==> config.mk <==
export PLATFORM = sky130hd
export DESIGN_NAME = round_pipe_flat
export DESIGN_NICKNAME = d
export VERILOG_FILES = /design/src/rtl/round_pipe_if.sv /design/src/rtl/round_pipe.sv /design/src/flat_wrapper.sv
export SDC_FILE = /design/constraint.sdc
export NUM_CORES = 1
export LEC_CHECK = 0
export ABC_CLOCK_PERIOD_IN_PS = 6860
export BUFFER_PORTS_ARGS = -buffer_cell sky130_fd_sc_hd__buf_4
export CORE_MARGIN = 2
export CORE_UTILIZATION = 45
export CTS_CLUSTER_DIAMETER = 60
export CTS_CLUSTER_SIZE = 20
export DETAILED_ROUTE_END_ITERATION = 10
export GPL_TIMING_DRIVEN = 0
export PLACE_DENSITY_LB_ADDON = 0.2
export SLEW_MARGIN = 10
export SYNTH_ARGS = -nofsm -noshare
export SYNTH_HDL_FRONTEND = slang
export SYNTH_SLANG_ARGS = --single-unit
==> constraint.sdc <==
create_clock -name clk -period 6.86 [get_ports clk]
set_input_delay 1.029 -clock clk [delete_from_list [all_inputs] [get_ports clk]]
set_output_delay 1.029 -clock clk [all_outputs]
set_load 0.005 [all_outputs]
==> src/rtl/round_pipe_if.sv <==
// Handshake and data bundle for the two-stage rounding pipeline.
// The slave modport is the rounding block; the master modport is its driver.
interface round_pipe_if #(
  parameter int MANT_W = 24,
  parameter int EXP_W  = 8
);
  logic              in_valid;
  logic              in_ready;
  logic [MANT_W-1:0] mant_in;
  logic [EXP_W-1:0]  exp_in;
  logic              guard;
  logic              sticky;
  logic              sign;
  logic [2:0]        round;
  logic              out_valid;
  logic              out_ready;
  logic [MANT_W-1:0] mant_out;
  logic [EXP_W-1:0]  exp_out;
  logic              sign_out;
  logic              inexact;
  logic              carry;
  logic              ovf;

  modport master (
    output in_valid, mant_in, exp_in, guard, sticky, sign, round, out_ready,
    input  in_ready, out_valid, mant_out, exp_out, sign_out, inexact, carry, ovf
  );

  modport slave (
    input  in_valid, mant_in, exp_in, guard, sticky, sign, round, out_ready,
    output in_ready, out_valid, mant_out, exp_out, sign_out, inexact, carry, ovf
  );
endinterface

==> src/rtl/round_pipe.sv <==
// Pipelined FP rounding step: S1 applies the rounding increment, S2 renormalises
// on carry-out and adjusts/saturates the exponent. Valid/ready on both sides.
module round_pipe #(
  parameter int MANT_W = 24,
  parameter int EXP_W  = 8
) (
  input  logic        clk,
  input  logic        rst,
  round_pipe_if.slave io
);
  localparam logic [2:0] IEEE_NEAR = 3'd0;
  localparam logic [2:0] IEEE_ZERO = 3'd1;
  localparam logic [2:0] IEEE_PINF = 3'd2;
  localparam logic [2:0] IEEE_NINF = 3'd3;
  localparam logic [2:0] NEAR_UP   = 3'd4;
  localparam logic [2:0] AWAY_ZERO = 3'd5;

  typedef struct packed {
    logic [MANT_W:0]  sum;
    logic [EXP_W-1:0] exp;
    logic             sign;
    logic             inexact;
  } s1_t;

  s1_t              s1_q, s1_d;
  logic             s1_valid, s2_valid;
  logic             s1_ld, s2_ld;
  logic             inc, gs;
  logic [EXP_W:0]   exp_sum;
  logic             ovf_d;
  logic [MANT_W-1:0] mant_d;

  assign gs = io.guard | io.sticky;

  always_comb begin
    inc = io.guard & (io.sticky | io.mant_in[0]);
    case (io.round)
      IEEE_NEAR: inc = io.guard & (io.sticky | io.mant_in[0]);
      IEEE_ZERO: inc = 1'b0;
      IEEE_PINF: inc = ~io.sign & gs;
      IEEE_NINF: inc = io.sign & gs;
      NEAR_UP:   inc = io.guard;
      AWAY_ZERO: inc = gs;
      default:   inc = io.guard & (io.sticky | io.mant_in[0]);
    endcase
  end

  always_comb begin
    s1_d         = '0;
    s1_d.sum     = {1'b0, io.mant_in} + {{MANT_W{1'b0}}, inc};
    s1_d.exp     = io.exp_in;
    s1_d.sign    = io.sign;
    s1_d.inexact = gs;
  end

  // Carry-out means the sum is exactly 2^MANT_W, so a right shift renormalises it.
  assign mant_d  = s1_q.sum[MANT_W] ? s1_q.sum[MANT_W:1] : s1_q.sum[MANT_W-1:0];
  assign exp_sum = {1'b0, s1_q.exp} + {{EXP_W{1'b0}}, s1_q.sum[MANT_W]};
  assign ovf_d   = exp_sum >= {1'b0, {EXP_W{1'b1}}};

  assign s2_ld       = ~s2_valid | io.out_ready;
  assign s1_ld       = ~s1_valid | s2_ld;
  assign io.in_ready = ~s1_valid | ~s2_valid | io.out_ready;
  assign io.out_valid = s2_valid;

  always_ff @(posedge clk or posedge rst) begin
    if (rst) begin
      s1_valid    <= 1'b0;
      s2_valid    <= 1'b0;
      s1_q        <= '0;
      io.mant_out <= '0;
      io.exp_out  <= '0;
      io.sign_out <= 1'b0;
      io.inexact  <= 1'b0;
      io.carry    <= 1'b0;
      io.ovf      <= 1'b0;
    end else begin
      if (s1_ld) begin
        s1_valid <= io.in_valid;
        if (io.in_valid) s1_q <= s1_d;
      end
      // Output registers only change on a real S2 load, so they hold under backpressure.
      if (s2_ld) begin
        s2_valid <= s1_valid;
        if (s1_valid) begin
          io.mant_out <= mant_d;
          io.exp_out  <= ovf_d ? {EXP_W{1'b1}} : exp_sum[EXP_W-1:0];
          io.sign_out <= s1_q.sign;
          io.inexact  <= s1_q.inexact;
          io.carry    <= s1_q.sum[MANT_W];
          io.ovf      <= ovf_d;
        end
      end
    end
  end
endmodule
==> src/flat_wrapper.sv <==
// flat-port wrapper written by rule: the top's interface ports become plain ports
module round_pipe_flat 
#(
  parameter int MANT_W = 24,
  parameter int EXP_W  = 8
)
  (clk, rst, io_in_valid, io_mant_in, io_exp_in, io_guard, io_sticky, io_sign, io_round, io_out_ready, io_in_ready, io_out_valid, io_mant_out, io_exp_out, io_sign_out, io_inexact, io_carry, io_ovf);
  round_pipe_if #(.MANT_W(MANT_W), .EXP_W(EXP_W)) io_i ();
  input  logic clk;
  input  logic rst;
  input wire logic [$bits(io_i.in_valid)-1:0] io_in_valid;
  input wire logic [$bits(io_i.mant_in)-1:0] io_mant_in;
  input wire logic [$bits(io_i.exp_in)-1:0] io_exp_in;
  input wire logic [$bits(io_i.guard)-1:0] io_guard;
  input wire logic [$bits(io_i.sticky)-1:0] io_sticky;
  input wire logic [$bits(io_i.sign)-1:0] io_sign;
  input wire logic [$bits(io_i.round)-1:0] io_round;
  input wire logic [$bits(io_i.out_ready)-1:0] io_out_ready;
  output wire logic [$bits(io_i.in_ready)-1:0] io_in_ready;
  output wire logic [$bits(io_i.out_valid)-1:0] io_out_valid;
  output wire logic [$bits(io_i.mant_out)-1:0] io_mant_out;
  output wire logic [$bits(io_i.exp_out)-1:0] io_exp_out;
  output wire logic [$bits(io_i.sign_out)-1:0] io_sign_out;
  output wire logic [$bits(io_i.inexact)-1:0] io_inexact;
  output wire logic [$bits(io_i.carry)-1:0] io_carry;
  output wire logic [$bits(io_i.ovf)-1:0] io_ovf;
  assign io_i.in_valid = io_in_valid;
  assign io_i.mant_in = io_mant_in;
  assign io_i.exp_in = io_exp_in;
  assign io_i.guard = io_guard;
  assign io_i.sticky = io_sticky;
  assign io_i.sign = io_sign;
  assign io_i.round = io_round;
  assign io_i.out_ready = io_out_ready;
  assign io_in_ready = io_i.in_ready;
  assign io_out_valid = io_i.out_valid;
  assign io_mant_out = io_i.mant_out;
  assign io_exp_out = io_i.exp_out;
  assign io_sign_out = io_i.sign_out;
  assign io_inexact = io_i.inexact;
  assign io_carry = io_i.carry;
  assign io_ovf = io_i.ovf;
  round_pipe #(.MANT_W(MANT_W), .EXP_W(EXP_W)) u_core (.clk(clk), .rst(rst), .io(io_i));
endmodule
=== Word level (Yosys, flattened, before mapping) ===
Index checks and enable logic that the tools add are counted.
W data, S select, Z words.

* Flip-flop bits (word level): 73
* Input port bits: 42
* Word-level logic and storage cells: 37
* Output and inout port bits: 38

* Reductions and logical operators: 2
* Bitwise logic cells: 12
* Magnitude comparators: 1
* $add $sub $neg: 2
* Equal/unequal tests: 5
* Muxes and demuxes: 3

{| class="wikitable"
|+ Operator list
! cell !! count
|-
| $add A24 B1 Y25 || 1
|-
| $mux W24 || 1
|-
| $add A8 B1 Y9 || 1
|-
| $ge A9 B8 Y1 const B || 1
|-
| $mux W8 || 1
|-
| $eq A3 B2 Y1 const B || 2
|-
| $eq A3 B3 Y1 const B || 2
|-
| $or A1 B1 Y1 || 6
|-
| $pmux W1 S5 || 1
|-
| $reduce_and A2 Y1 || 2
|-
| $and A1 B1 Y1 || 3
|-
| $eq A3 B1 Y1 const B || 1
|-
| $not A1 Y1 || 3
|}

=== Longest topological paths before layout ===
* Depth after elaboration: 4
* Depth in mapped cells: 11
* Gate-level depth less buffers: 9

=== Worst setup path before layout ===
No wires, ideal clock.

* Path type: input to register
* From: in io_round[0]
* To: reg u_core.s1_q[31] in the netlist's numbering
* Buffers on the path: 0
* Setup time: 82 ps
* Data required time: 6778 ps
* Slack: 3911 ps
* Stages on the path: 9
* Arrival time: 2867 ps
* Cells stage by stage: xor2_1 > o21ai_0 > nand3_1 > o21ai_0 > ha_1 > nand3_1 > or3_4 > or4_1 > a31oi_1

* Cells in the longest elaborated chain, start to end: 3
* Elaborated cells on any way between the ends: 7
* Classes of those cells: add/sub (1); eq/ne (5); mux (1)

{| class="wikitable"
|+ Ends and longest elaborated chain
! item !! line !! source
|-
| start, declared || flat_wrapper.sv:17 || <nowiki>input wire logic [$bits(io_i.round)-1:0] io_round;</nowiki>
|-
| $eq A3 B3 Y1, or another cell as far along || round_pipe.sv:37 || <nowiki>case (io.round)</nowiki>
|-
| $pmux W1 S5 * || round_pipe.sv:37 ||
|-
| $add A24 B1 Y25 * || round_pipe.sv:50 || <nowiki>s1_d.sum = {1'b0, io.mant_in} + {{MANT_W{1'b0}}, inc};</nowiki>
|-
| end signal, assigned || round_pipe.sv:70 || <nowiki>s1_q <= '0;</nowiki>
|-
| end signal, assigned || round_pipe.sv:80 || <nowiki>if (io.in_valid) s1_q <= s1_d;</nowiki>
|-
| end, declared || round_pipe.sv:25 || <nowiki>s1_t s1_q, s1_d;</nowiki>
|}

Every way passes the cells marked *; elsewhere a longest branch is shown, timed or not.
A chain may end at the register's enable or synchronous reset.

=== Final worst setup path ===
* From: in io_round[0]
* To: reg u_core.s1_q[26] in the netlist's numbering

Same word-level chain as after synthesis.

==> metrics.txt <==
top cells by area, synth dfrtp_1 51%, nand2_1 9.9%, o21ai_0 6.7%; fraction of registers with async set or reset after synthesis 100%; r2r endpoint u_core.io.ovf; Synthesis Warnings 0; Die Y 93.3 um; vias in the first global route 2904; I/O pins 80; Min Clock Period, post-route 3.03 ns; Fin. Hold Viols 0; fraction of layout cells with a size suffix above 1 21.6%; Reg2Reg Setup Slack 4.89 ns; WHS Endpoint u_core.io.inexact; Pins Over Slew Limit 0; post-cts sizing count 0; Worst path slowest cell or3_1; R2R Path Start u_core.s1_q[34]; hold path depth 2; Die ar. 8700 um^2; chip width 93.3 um; Hold WC Path Type flip-flop to flip-flop; WL/cell 14.4 um; clock sink count 73; Yosys reg bits 73; post-DR vias/cell 5.26; status completed; Site Rows 32; Core Box Area 7730 um^2; Main synth FF type dfrtp_1; Post-Route WL 8460 um; Post-Synthesis Cells 389; worst slew pin tran 0.609 ns; worst path cell trace buf_4, xor2_1, o21ai_0, nand3_1, o21ai_0, ha_1, and3_1, buf_2, nand4_1, clkbuf_1, or3_1, a31oi_1; hold_buf cts 0; H-tree levels 3; initial antenna violation count 0; Distinct cells, synth 39; Worst Setup SP io_round[0]; unrepaired setup endpoints after global routing no; Worst EP arrival 3.29 ns; Clock Skew 0.00573 ns; Clock Latency Late Sink 0.34 ns; CP Class input port to flip-flop; R2R depth 6; Synth area leader dfrtp_1; Max Cap Viol 0; Worst setup SP type input port; area delta synth->final 27.1%; Power Dens Cells 256 nW/um^2; fin util 59.0%; top-area cell type share of the netlist area 50.9%; DRC violations left 0; Layout Nets 526; Top cell by count, worst path o21ai_0; Global Route Usage Sum 20.5%; drt first-iter violations 172; most frequent cell after synthesis nand2_1; cts bufs inserted 9; nature of the critical path endpoint flip-flop; Hold Startpoint u_core.s1_q[0]; CP max FO 10; IO Port Bufs 79; # diodes 0; final setup vio count 0; Via Count 3089; gr ovfl total 0; fin crit share 44.1%; GPL Wtd Cong 0.892; peak supply drop 0.0923 mV; CP max stage delay 0.38 ns; leakage power 2.02 nW; TritonRoute pass-1 iters 5; root buffer selected by CTS clkbuf_8; Worst EP required 7.12 ns; global-route wire length before repair 13900 um; max-slew headroom at the worst pin 59.4%; Post-Syn Area per Cell 9.22 um^2; largest net degree at the start of global routing 42; register area share after synthesis 50.9%; Mapped Area 3590 um^2; Reg clk slew, reported paths 0.08 ns; hpwl dp 6330 um; syn nets 435; top cells by count, synth 95 x nand2_1, 73 x dfrtp_1, 48 x o21ai_0, 23 x mux2i_1, 18 x nor2_1; CTS tree yes; Clock Tree Buf Depth 2; # Post-CTS Setup Buffers 0; Max Fclk 0.330 GHz; Post-synth EDFFs 0; Post-DRT Antenna Nets 0; Initial Utilization 46.4%; Setup TNS 0 ns
-- worst max path at each step --
stage | depth (start not counted) | to | slack, ns
2_1_floorplan | 9 | u_core.s1_q[31] | 3.91
3_3_place_gp | 2 | u_core.s1_q[12] | 3.09
3_5_place_dp | 12 | u_core.s1_q[26] | 3.51
4_1_cts | 12 | u_core.s1_q[26] | 3.84
5_1_grt | 12 | u_core.s1_q[26] | 3.58
6_report | 12 | u_core.s1_q[26] | 3.83
-- per-stage QoR --
stage	std cells	hold slack [ns]	total power, mW	cell area [um^2]	worst slack, ns
CTS	587	0.474	1.18	4560	3.84
floorplan	389	0.439	0.658	3590	3.91
global route	587	0.501	1.23	4560	3.58
global placement	570	0.453	0.785	4310	3.09
detailed placement	571	0.456	0.795	4330	3.51
finish	587	0.473	1.17	4560	3.83
-- cells in the final DEF (no fill, tap or decap), types with 2 or more instances in the layout --
cell type / count
or4_1: 3
nor4_1: 4
clkbuf_1: 14
o211ai_1: 2
a21oi_1: 4
nand4_1: 8
a31oi_1: 8
ha_1: 4
o21ai_0: 48
mux2i_1: 23
nand2_1: 95
and2_1: 2
buf_2: 2
dfrtp_1: 73
o21a_1: 2
clkbuf_8: 11
o31ai_1: 4
nand2b_1: 5
bufinv_16: 2
clkinv_2: 2
nor3_1: 5
buf_1: 2
inv_1: 4
and3_1: 4
xor2_1: 7
xnor2_1: 11
or3_1: 6
nand3_1: 14
nor2_1: 18
a21o_1: 2
o22a_1: 3
buf_4: 79
-- state kept, by name, indices dropped and copies added, names as in the netlist --
name                 cells
u_core.s1_q             35
u_core.io.mant_out      24
u_core.io.exp_out        8
u_core.io.carry          1
u_core.io.inexact        1
u_core.io.out_valid      1
u_core.io.ovf            1
u_core.io.sign_out       1
u_core.s1_valid          1
-- where the power goes --
group / internal, mW / switching, mW / total [mW]
clock: 0.223 / 0.161 / 0.384
sequential: 0.501 / 0.0550 / 0.556
combinational: 0.119 / 0.109 / 0.228
total: 0.843 / 0.325 / 1.17
-- per-layer routing --
metal / track usage [%] / share of wire, %
met1: 27.8 / 46
met2: 33.1 / 48
met3: 3.06 / 4.0
met4: 8.58 / 2.1
met5: 0 / 0
-- area by class of cell --
cell class              count  area [um^2]
flip-flops and latches     73         1830
clock inverters             5         77.6
inverters                   5         21.3
fillers                   681         3170
well taps                 102          128
plain buffers              18         70.1
repair buffers             80          613
multi-input cells         293         1670
clock buffers              11          151
-- logic make-up (layout without fill, tap and decap cells) --
family | count (synthesis) | after routing | share of synthesized area (%)
AO/OA/AOI/OAI | 77 | 77 | 12.5
multiplexers | 23 | 23 | 6.42
AND/OR/NAND/NOR | 171 | 171 | 21.9
adder cells (fa/ha/maj) | 4 | 4 | 1.40
flip-flops | 73 | 73 | 50.9
buffers and inverters | 23 | 119 | 2.48
XOR/XNOR | 18 | 18 | 4.39
-- worst max-delay path: cells and delay by family --
kind / cells / cell delay (ns)
and+or+nand+nor: 4 / 0.84
buffers and inverters: 3 / 0.57
AOI/OAI and AO/OA: 3 / 0.44
adders and majority gates: 1 / 0.24
xor gates and xnor gates: 1 / 0.15
Note: power is estimated with default switching activity, not from simulation.
